$ cat src/rtl/mem_arb_pkg.sv
// mem_arb_pkg: shared types and the round-robin pick function for mem_arbiter.
package mem_arb_pkg;
    localparam int ARB_MAX_REQ = 32;
    typedef enum logic [1:0] {ARB_IDLE, ARB_ISSUE, ARB_WAIT, ARB_RESP} arb_state_e;
    typedef struct packed {
        logic       found;
        logic [4:0] idx;
    } rr_pick_t;
    // First set bit of req[n-1:0] scanning upward from ptr, wrapping at n.
    function automatic rr_pick_t rr_pick(input logic [ARB_MAX_REQ-1:0] req, input int unsigned ptr,
                                         input int unsigned n);
        rr_pick_t    r;
        int unsigned j;
        r = '0;
        for (int i = ARB_MAX_REQ - 1; i >= 0; i--) begin
            j = (ptr + unsigned'(i)) % n;
            if (unsigned'(i) < n && req[j[4:0]]) begin
                r.found = 1'b1;
                r.idx   = j[4:0];
            end
        end
        return r;
    endfunction
endpackage

$ cat src/rtl/mem_arbiter_rr_priority_pick.sv
// rr_priority_pick: rotate requests by ptr, priority-encode, rotate the index back.
module rr_priority_pick
    import mem_arb_pkg::*;
#(
    parameter int NUM_REQ = 4,
    localparam int IW = $clog2(NUM_REQ)
) (
    input  logic [NUM_REQ-1:0] req,
    input  logic [IW-1:0]      ptr,
    output logic               found,
    output logic [IW-1:0]      idx
);
    logic [NUM_REQ-1:0] rot;
    rr_pick_t           p;
    always_comb begin
        rot = '0;
        for (int i = 0; i < NUM_REQ; i++)
            rot[i] = req[IW'((i + int'(ptr)) % NUM_REQ)];
    end
    assign p     = rr_pick(ARB_MAX_REQ'(rot), 0, NUM_REQ);
    assign found = p.found;
    assign idx   = IW'((32'(p.idx) + 32'(ptr)) % NUM_REQ);
endmodule

$ cat src/rtl/mem_arbiter.sv
// mem_arbiter: round-robin arbiter sharing one RAM port among NUM_REQ cores.
// Optional MEM_ARB_PERF_EN adds per-core grant counters and a stall counter.
module mem_arbiter
    import mem_arb_pkg::*;
#(
    parameter int NUM_REQ = 4,
    parameter int AW      = 32,
    parameter int DW      = 32,
    parameter int RD_LAT  = 1,
    localparam int IW = $clog2(NUM_REQ),
    localparam int CW = (RD_LAT > 1) ? $clog2(RD_LAT) : 1
) (
    input  logic                        clk,
    input  logic                        rst,
    input  logic [NUM_REQ-1:0]          c_req,
    input  logic [NUM_REQ-1:0]          c_we,
    input  logic [NUM_REQ-1:0][AW-1:0]  c_addr,
    input  logic [NUM_REQ-1:0][DW-1:0]  c_wdata,
    output logic [NUM_REQ-1:0]          c_gnt,
    output logic [NUM_REQ-1:0]          c_rvalid,
    output logic [DW-1:0]               c_rdata,
    output logic                        mem_req,
    output logic                        mem_we,
    output logic [AW-1:0]               mem_addr,
    output logic [DW-1:0]               mem_wdata,
    input  logic [DW-1:0]               mem_rdata,
    output logic                        busy
`ifdef MEM_ARB_PERF_EN
    ,
    output logic [NUM_REQ-1:0][31:0]    perf_gnt_cnt,
    output logic [31:0]                 perf_stall_cnt
`endif
);
    arb_state_e    state, nxt;
    logic [IW-1:0] rr_ptr, win, pick_idx;
    logic          pick_found;
    logic [CW-1:0] cnt;

    rr_priority_pick #(.NUM_REQ(NUM_REQ)) u_pick (
        .req   (c_req),
        .ptr   (rr_ptr),
        .found (pick_found),
        .idx   (pick_idx)
    );

    always_ff @(posedge clk or posedge rst) begin
        if (rst) begin
            state     <= ARB_IDLE;
            rr_ptr    <= '0;
            win       <= '0;
            cnt       <= '0;
            mem_we    <= 1'b0;
            mem_addr  <= '0;
            mem_wdata <= '0;
            c_rdata   <= '0;
        end else begin
            state <= nxt;
            if (state == ARB_IDLE && pick_found) begin
                win       <= pick_idx;
                mem_we    <= c_we[pick_idx];
                mem_addr  <= c_addr[pick_idx];
                mem_wdata <= c_wdata[pick_idx];
            end
            if (state == ARB_ISSUE) begin
                rr_ptr <= (win == IW'(NUM_REQ - 1)) ? '0 : win + IW'(1);
                cnt    <= CW'(RD_LAT - 1);
            end
            if (state == ARB_WAIT) begin
                cnt <= (cnt == '0) ? cnt : cnt - CW'(1);
                if (cnt == '0) c_rdata <= mem_rdata;
            end
        end
    end

    always_comb begin
        nxt      = state;
        mem_req  = 1'b0;
        c_gnt    = '0;
        c_rvalid = '0;
        case (state)
            ARB_IDLE:  nxt = pick_found ? ARB_ISSUE : ARB_IDLE;
            ARB_ISSUE: begin
                nxt     = mem_we ? ARB_IDLE : ARB_WAIT;
                mem_req = 1'b1;
                c_gnt   = NUM_REQ'(1) << win;
            end
            ARB_WAIT:  nxt = (cnt == '0) ? ARB_RESP : ARB_WAIT;
            default: begin
                nxt      = ARB_IDLE;
                c_rvalid = NUM_REQ'(1) << win;
            end
        endcase
    end

    assign busy = state != ARB_IDLE;

`ifdef MEM_ARB_PERF_EN
    always_ff @(posedge clk or posedge rst) begin
        if (rst) begin
            perf_gnt_cnt   <= '0;
            perf_stall_cnt <= '0;
        end else begin
            for (int i = 0; i < NUM_REQ; i++)
                perf_gnt_cnt[i] <= perf_gnt_cnt[i] + 32'(c_gnt[i]);
            perf_stall_cnt <= perf_stall_cnt + 32'(|(c_req & ~c_gnt));
        end
    end
`endif
endmodule

$ cat config.mk
export PLATFORM = sky130hd
export DESIGN_NAME = mem_arbiter
export DESIGN_NICKNAME = d
export VERILOG_FILES = /design/src/rtl/mem_arb_pkg.sv /design/src/rtl/mem_arbiter_rr_priority_pick.sv /design/src/rtl/mem_arbiter.sv
export SDC_FILE = /design/constraint.sdc
export NUM_CORES = 1
export LEC_CHECK = 0
export CORE_AREA = 2 2 155 157
export CTS_CLUSTER_SIZE = 8
export DETAILED_ROUTE_END_ITERATION = 8
export DIE_AREA = 0 0 157 159
export PLACE_DENSITY = 0.72
export SLEW_MARGIN = 10
export SYNTH_ARGS = -nofsm -noshare
export SYNTH_HDL_FRONTEND = slang
export SYNTH_HIERARCHICAL = 1
export SYNTH_SLANG_ARGS = --single-unit
$ cat constraint.sdc
create_clock -name clk -period 3.82 [get_ports clk]
set_clock_uncertainty 0.05 [all_clocks]
set_input_delay 0.382 -clock clk [delete_from_list [all_inputs] [get_ports clk]]
set_output_delay 0.382 -clock clk [all_outputs]
set_load 0.01 [all_outputs]
# Word-level counts from Yosys, hierarchy flattened
# Cells that the tools add are included.
# word_totals
ff_bits	104
in_bits	298
output_inout_bits	107
# op_classes
addsub	6
order_cmp	5
n_eq_ne	3
n_shift	1
mux	33
bitwise_logic	1
n_reduce_logical	6
# op_table
cell	count
$bmux 32 s2	2
$mux 32	2
$mux 6	4
$lt 2x4->1 const B	4
$mux 1	15
$bmux 1 s2	5
$mux 4	2
$pmux 2 s3	1
$add 2x2->2 const A	2
$eq 2x2->1 const B	2
$mux 2	2
$reduce_bool 2->1	2
$shl 1x2->4 const A	1
$lt 2x3->1 const B	1
$reduce_or 3->1	1
$add 1x2->2 const A	1
$add 2x1->2 const B	1
$add 2x2->2	1
$eq 2x1->1 const B	1
$logic_not 2->1	1
$reduce_and 2->1	1
$logic_and 1x1->1	1
$not 1->1	1
$sub 1x1->1 const B	1

# Logic depth before layout (Yosys ltp)
# Gate-level depths: netlist of the first run.
# logic_depth
word_depth	11
ltp_mapped	12
depth_no_buf	9

# Modules after synthesis
# Netlist of the first run, hierarchy kept.
# modules_own_cells
module	n_inst	cells_each	area_each_um2	seq_area_each_um2
mem_arbiter	1	318	5494.0	2577.5
rr_priority_pick	1	25	166.4	0.0

# Least setup slack after synthesis of the first run
# No wires, ideal clock.
# synth_path
path_kind	reg-to-reg
start	register rr_ptr[1]
end	register mem_wdata[10]
setup_ns	0.125
arrival_time_ns	2.529
required_time_ns	3.645
slack_ns	1.117
stages_incl_launch_ff	13
path_buffers	3
path_cell_list	dfrtp_1 buf_2 nand2_1 a21oi_1 o2bb2ai_1 o21a_1 ha_1 xnor2_1 xnor2_1 buf_2 buf_1 mux4_2 mux2_2
# synth_via
elab_chain_cells	11
elab_cells_between_ends	23
classes_between	add/sub: 4; mux: 18; reduce/logical: 1
# synth_rtl
item	line_no	source
start, declared	mem_arbiter.sv:35	logic [IW-1:0] rr_ptr, win, pick_idx;
start signal, assigned	mem_arbiter.sv:65	rr_ptr <= (win == IW'(NUM_REQ - 1)) ? '0 : win + IW'(1);
$add 2x2->2	mem_arbiter_rr_priority_pick.sv:18	rot[i] = req[IW'((i + int'(ptr)) % NUM_REQ)];
$bmux 1 s2	mem_arbiter_rr_priority_pick.sv:18	
$mux 1 (not written as such) (2 in a row)	mem_arbiter_rr_priority_pick.sv:18	
$mux 6 (4 in a row)	mem_arb_pkg.sv:17	if (unsigned'(i) < n && req[j[4:0]]) begin
$add 2x2->2 *	mem_arbiter_rr_priority_pick.sv:22	assign idx = IW'((32'(p.idx) + 32'(ptr)) % NUM_REQ);
via pick_idx[1]	mem_arbiter.sv:35	
$bmux 32 s2 *	mem_arbiter.sv:62	mem_wdata <= c_wdata[pick_idx];
$mux 32 (not written as such) *	mem_arbiter.sv:62	
end signal, assigned	mem_arbiter.sv:62	
end, declared	mem_arbiter.sv:25	output logic [DW-1:0] mem_wdata,
# The timed path passes the listed nets; every way through them passes the cells marked *. The select of a mux whose other input is x is not followed.
# A chain may end at the register's enable or synchronous reset.

# Worst setup path in the final report of the first run
# layout_path
start	input port c_req[0]
end	register mem_addr[31]
# layout_via
elab_chain_cells	10
elab_cells_between_ends	20
classes_between	add/sub: 1; mux: 18; reduce/logical: 1
# layout_rtl
item	line_no	source
start, declared	mem_arbiter.sv:15	input logic [NUM_REQ-1:0] c_req,
$bmux 1 s2	mem_arbiter_rr_priority_pick.sv:18	
$mux 1 (not written as such) (2 in a row)	mem_arbiter_rr_priority_pick.sv:18	
$mux 6 (3 in a row)	mem_arb_pkg.sv:17	
$mux 6 *	mem_arb_pkg.sv:17	
$add 2x2->2 *	mem_arbiter_rr_priority_pick.sv:22	
via pick_idx[1]	mem_arbiter.sv:35	
$bmux 32 s2 *	mem_arbiter.sv:61	mem_addr <= c_addr[pick_idx];
$mux 32 (not written as such) *	mem_arbiter.sv:61	
end signal, assigned	mem_arbiter.sv:61	
end, declared	mem_arbiter.sv:24	output logic [AW-1:0] mem_addr,
# Marked as above.

==> results.sh, run 1 <==
export IMPL_drt_first_pass_iters=5
export IMPL_core_region_area_sq_um=23190
export IMPL_timing_rr_start="rr_ptr[1]"
export IMPL_fin_cells=1065
export IMPL_finalCoreUtilization_pct=44.91
export IMPL_cap_violations=0
export IMPL_grt_setup_unrepaired="no"
export IMPL_grt_max_degree=54
export IMPL_cts_hold_buffers_added=0
export IMPL_power_leakage_nw=3.979
export IMPL_grt_pass1_wl_microns=28920
export IMPL_hp_class="primary input to asynchronous set/reset pin"
export IMPL_pwr_density_cell_nw_per_um2=868.6
export IMPL_ys_seq_area_share_pct=45.53
export IMPL_antennaDiodeCount=0
export IMPL_die_w_microns=157
export IMPL_areaGrowthSynthToFinish_pct=84.02
export IMPL_gp_congestion=0.8011
export IMPL_drt_iter0_markers=130
export IMPL_avgViaCountPerCell=4.468
export IMPL_arrival_ps=3060
export IMPL_hpwl_microns=15530
export IMPL_setup_viol=0
export IMPL_synth_warnings=6
export IMPL_finalHoldViolations=0
export IMPL_wirelength_microns=19400
export IMPL_start_kind="primary input"
export IMPL_cts_made_buffers=9
export IMPL_htreeDepth=3
export IMPL_die_area_sq_um=24960
export IMPL_layout_nets=1044
export IMPL_vias=4758
export IMPL_worst_slew_pin_transition_ps=875.0
export IMPL_place_area_sq_um=10100
export IMPL_antenna_found_initial=1
export IMPL_dp_cells=1049
export IMPL_cts_sinks=103
export IMPL_drive_gt1_share_pct=26.54
export IMPL_layout_commonest_cell="clkdlybuf4s50_1"
export IMPL_clock_latency_ps=340
export IMPL_drc_errors=0
export IMPL_first_global_vias=5037
export IMPL_slew_viol_final=0
export IMPL_root_buffer="clkbuf_16"
export IMPL_relSlewSlack_pct=41.67
export IMPL_post_synth_cell_area_avg_sq_um=16.50
export IMPL_mostFrequentLayoutCells="clkdlybuf4s50_1 (404), dfrtp_1 (103), mux2_2 (100)"
export IMPL_multi_input_area_sq_um=2937
export IMPL_fin_area_sq_um=10420
export IMPL_critPathMaxFanout=49
export IMPL_synth_fp_nets=646
export IMPL_synthCells=343
export IMPL_ant_nets=0
export IMPL_gr_total_overflow=0
export IMPL_pin_count=405
export IMPL_fin_tns_setup_ps=0
export IMPL_clockBufferDepth=2
export IMPL_critPathKind="primary input to flip-flop"
export IMPL_fmax_mhz=348.8
export IMPL_post_cts_setup_buffers=0
export IMPL_netlist_area_sq_um=5660
export IMPL_io_buffers=404
export IMPL_wl_per_cell_microns=18.22
export IMPL_crit_start="c_req[0]"
export IMPL_vdd_drop_max_uv=534.1
export IMPL_worstSetupEndpointType="flip-flop"
export IMPL_seq_area_sq_um=2577
export IMPL_rows=56
export IMPL_ys_seq_elements=103
export IMPL_fin_crit_sh_pct=75.05
export IMPL_ctsResizeCount=0
export IMPL_status="finished clean"
export IMPL_nFillCells=2103
export IMPL_die_h_microns=159
export IMPL_synthDistinctLibCells=31
export IMPL_cts_tree="yes"
export IMPL_clk_pin_slew_ps=90
export IMPL_period_needed_ps=2867
export IMPL_required_ps=4020
export IMPL_grt_usage_pct=15.23
export IMPL_start_util_pct=24.41
## worst max-delay path, cell delays in order
cell             delay, ps
clkdlybuf4s50_1        520
nor2_1                 180
a2bb2oi_1              170
o211ai_1               100
o21a_1                 150
ha_4                   160
xnor2_1                210
xnor2_2                180
buf_12                 290
mux4_2                 360
mux2_2                 270
## metrics by stage
step                      hold WS, ps  power (mW)  worst slack [ps]
after detailed placement        441.9       8.235             551.3
after floorplan                 423.8       5.923             684.2
after CTS                       458.3       9.247             945.3
after global placement          436.5       8.127             582.0
after global routing            461.2       9.677             830.8
final                           430.7       9.047             953.1
## layout make-up
class	instances	share of cell area, %
inverters	4	0.1682
well taps	319	3.832
multi-input cells	210	28.19
clock inverters	7	0.8288
flip-flops and latches	103	24.74
clock buffers	9	2.162
repair buffers	413	40.07
## Yosys cell counts, drive strengths merged
cell	n	area, sq um
o211ai	1	7.510
and3	4	25.02
mux2	101	1141
or2	2	12.52
buf	24	152.6
inv	4	15.01
clkbuf	2	7.510
a21oi	2	10.01
nor3	1	5.000
mux4	65	1464
o21ai	1	5.000
o21a	1	7.510
dfrtp	103	2577
nor2	4	15.01
ha	5	62.56
o2bb2ai	1	8.760
nor2b	2	12.51
a32oi	1	8.760
xnor2	2	17.52
and2	4	25.02
nand2b	3	18.77
a2bb2oi	1	8.760
nor3b	1	12.51
o22ai	2	12.51
or2b	1	8.760
nand2	5	18.77
## path summary, 6_finish.rpt
path | end | slack (ps) | cells after the start
min reg2reg | state[1] | 450 | 1
min | mem_addr[31] | 430 | 2
min in group clk | state[1] | 450 | 1
max reg2reg | mem_addr[31] | 1110 | 10
max in group asynchronous | c_rdata[28] | 2530 | 3
max | mem_addr[31] | 950 | 11
## state kept, by name (all words and copies together) (netlist names)
signal and flops:
c_rdata 32, mem_addr 32, mem_wdata 32, mem_we 1, rr_ptr 2, state 2
win 2
## logic make-up after synthesis
logic type | count (synthesis) | synth area share, %
AOI/OAI and AO/OA | 10 | 1.216
and+or+nand+nor | 27 | 2.719
adders and majority gates | 5 | 1.105
buffers and inverters | 30 | 3.094
muxes | 166 | 46.02
xor gates and xnor gates | 2 | 0.3095
DFF | 103 | 45.53
## per-layer routing
layer	up-vias	track usage, %	part of all wire (%)
li1	2139	-	-
met1	2333	16.76	36
met2	268	27.35	51
met3	16	5.661	11
met4	2	4.045	1.5
met5	-	0	0.067
## where the power goes
group / internal [mW] / switching, mW / leakage [nW]
combinational: 3.77 / 2.29 / 2.63
sequential: 1.70 / 0.330 / 1.20
clock: 0.470 / 0.491 / 0.150
total: 5.94 / 3.11 / 3.98
(Power assumes the default switching activity.)
==> run 2: changes to the inputs <==
--- a/config.mk
+++ b/config.mk
@@ -5,10 +5,10 @@
 export SDC_FILE = /design/constraint.sdc
 export NUM_CORES = 1
 export LEC_CHECK = 0
-export CORE_AREA = 2 2 155 157
+export CORE_AREA = 2 2 158 160
 export CTS_CLUSTER_SIZE = 8
 export DETAILED_ROUTE_END_ITERATION = 8
-export DIE_AREA = 0 0 157 159
+export DIE_AREA = 0 0 160 162
 export PLACE_DENSITY = 0.72
 export SLEW_MARGIN = 10
 export SYNTH_ARGS = -nofsm -noshare
==> constraint.sdc (replaced) <==
create_clock -name clk -period 2.3 [get_ports clk]
set_clock_uncertainty 0.05 [all_clocks]
set_input_delay 0.23 -clock clk [delete_from_list [all_inputs] [get_ports clk]]
set_output_delay 0.23 -clock clk [all_outputs]
set_load 0.01 [all_outputs]
==> results.sh, run 2 (synthesis results as in run 1) <==
export IMPL_status="finished, violations left"
export IMPL_violations="negative setup slack"
export IMPL_cts_made_buffers=9
export IMPL_hpwl_microns=15560
export IMPL_vias=4923
export IMPL_layout_nets=1066
export IMPL_slowest_stage="clkdlybuf4s50_1"
export IMPL_vdd_drop_max_uv=965.9
export IMPL_rows=57
export IMPL_cts_tree="yes"
export IMPL_reg_top3="c_rdata: 32 flops, mem_addr: 32 flops, mem_wdata: 32 flops"
export IMPL_areaGrowthSynthToFinish_pct=94.23
export IMPL_arrival_ps=2740
export IMPL_setup_viol=65
export IMPL_critPathKind="primary input to flip-flop"
export IMPL_finalHoldViolations=0
export IMPL_wl_per_cell_microns=19.52
export IMPL_relSlewSlack_pct=61.21
export IMPL_pin_count=405
export IMPL_die_h_microns=162
export IMPL_critPathMaxFanout=6
export IMPL_rrSetupSlack_ps=-240
export IMPL_fin_crit_sh_pct=110.9
export IMPL_drt_first_pass_iters=4
export IMPL_grt_setup_unrepaired="yes"
export IMPL_drive_gt1_share_pct=29.82
export IMPL_path_cells="clkdlybuf4s50_1 > buf_4 > a2bb2oi_2 > o211ai_1 > o21a_1 > ha_4 > xnor2_4 > xnor2_2 > buf_6 > buf_12 > clkbuf_16 > mux4_2 > mux2_4"
export IMPL_gp_congestion=0.7739
export IMPL_grt_pass1_wl_microns=31280
export IMPL_power_leakage_nw=4.348
export IMPL_start_kind="primary input"
export IMPL_layout_commonest_cell="clkdlybuf4s50_1"
export IMPL_worst_slack_ps=-249.8
export IMPL_fin_area_sq_um=10990
export IMPL_antennaDiodeCount=0
export IMPL_antenna_found_initial=0
export IMPL_root_buffer="clkbuf_16"
export IMPL_avgViaCountPerCell=4.508
export IMPL_critPathTopFamily="buffers and inverters"
export IMPL_clk_pin_slew_ps=90
export IMPL_clockBufferDepth=2
export IMPL_mostFrequentLayoutCells="clkdlybuf4s50_1 (403), dfrtp_1 (102), mux4_2 (65)"
export IMPL_pwr_density_cell_nw_per_um2=1615
export IMPL_start_util_pct=23.48
export IMPL_hp_class="primary input to asynchronous set/reset pin"
export IMPL_core_region_area_sq_um=24110
export IMPL_gr_total_overflow=0
export IMPL_fin_tns_setup_ps=-13960
export IMPL_reg2reg_to="mem_wdata[1]"
export IMPL_worst_r2r_path_depth=12
export IMPL_ant_nets=0
export IMPL_worst_slew_pin_transition_ps=581.9
export IMPL_die_area_sq_um=25920
export IMPL_cts_sinks=103
export IMPL_timing_rr_start="rr_ptr[1]"
export IMPL_post_place_ws_ps=-665.3
export IMPL_slew_viol_final=0
export IMPL_worstSetupEndpointType="flip-flop"
export IMPL_wirelength_microns=21320
export IMPL_drc_errors=0
export IMPL_drt_iter0_markers=181
export IMPL_cap_violations=0
export IMPL_period_needed_ps=2550
export IMPL_htreeDepth=3
export IMPL_die_w_microns=160
export IMPL_cp_buffers_inverters=5
export IMPL_cp_slowest_stage_delay_ps=510
export IMPL_fmax_mhz=392.2
export IMPL_clock_latency_ps=350
export IMPL_io_buffers=404
export IMPL_grt_usage_pct=15.85
export IMPL_required_ps=2490
export IMPL_place_area_sq_um=10200
export IMPL_first_global_vias=5486
export IMPL_grt_max_degree=104
==> run 2: cell types whose count changed in the layout (fill, tap and decap cells not counted), sizes merged <==
cell           delta
buf              +19
clkinvlp          +1
clkbuf            +3
clkdlybuf4s50     -1
clkinv            -1
dlymetal6s2s      +1
==> run 2: area by class of cell <==
| cell class | instances | area [sq um] |
|---|---|---|
| Clock inverter | 7 | 73.82 |
| Clock buffer | 9 | 225.2 |
| Fill cell | 2226 | 13110 |
| Multi-Input combinational cell | 210 | 3141 |
| Inverter | 4 | 18.77 |
| Timing Repair Buffer | 435 | 4552 |
| Sequential cell | 103 | 2579 |
| Tap cell | 324 | 405.4 |
==> run 2: worst max-delay path by stage <==
| stage | from | end | cells past startpoint |
|---|---|---|---|
| finish | c_req[0] | mem_wdata[1] | 13 |
| global route | rr_ptr[1] | mem_addr[20] | 12 |
| CTS | rr_ptr[1] | mem_we | 12 |
| detailed placement | c_req[2] | mem_addr[30] | 11 |
| global placement | c_req[2] | mem_wdata[5] | 11 |
| floorplan | rr_ptr[1] | mem_addr[0] | 11 |
==> run 2: report_power, final <==
part / internal [mW] / switching [mW]
registers: 2.82 / 0.563
logic: 8.12 / 4.68
clock network: 0.771 / 0.797
==> run 2: stage by stage <==
| stage | power [mW] | util [%] | cells | hold slack [ps] |
|---|---|---|---|---|
| 2_1_floorplan | 9.970 | - | 343 | 330.4 |
| 3_3_place_gp | 13.68 | 42.30 | 1062 | 435.0 |
| 3_5_place_dp | 13.84 | 42.30 | 1062 | 442.5 |
| 4_1_cts | 17.19 | 44.84 | 1088 | 359.6 |
| 5_1_grt | 18.82 | 45.61 | 1092 | 380.6 |
| 6_report | 17.76 | 45.61 | 1092 | 325.9 |
==> run 2: repair_timing <==
item	in CTS	in global routing
gates resized for setup	40	27
pin swaps	5	2
endpoints found under the setup margin	65	67
buffers inserted	5	1
hold buffers	0	0
endpoints found under the hold margin	0	0
cloned	5	3
==> run 2: per-layer routing <==
layer	global-route usage, %	routed length [microns]	up-vias
li1	-	-	2189
met1	17.73	8031	2457
met2	28.61	11060	257
met3	5.235	1752	20
met4	5.037	472	0
met5	0	0	-
==> run 2: worst register-to-register path: cells and delay by family (launching register included) <==
family,cells,cell delay [ps]
muxes,2,550
buffers and inverters,3,430
DFF,1,430
AOI/OAI and AO/OA,3,420
xor gates and xnor gates,2,310
adders and majority gates,1,180
and+or+nand+nor,1,60
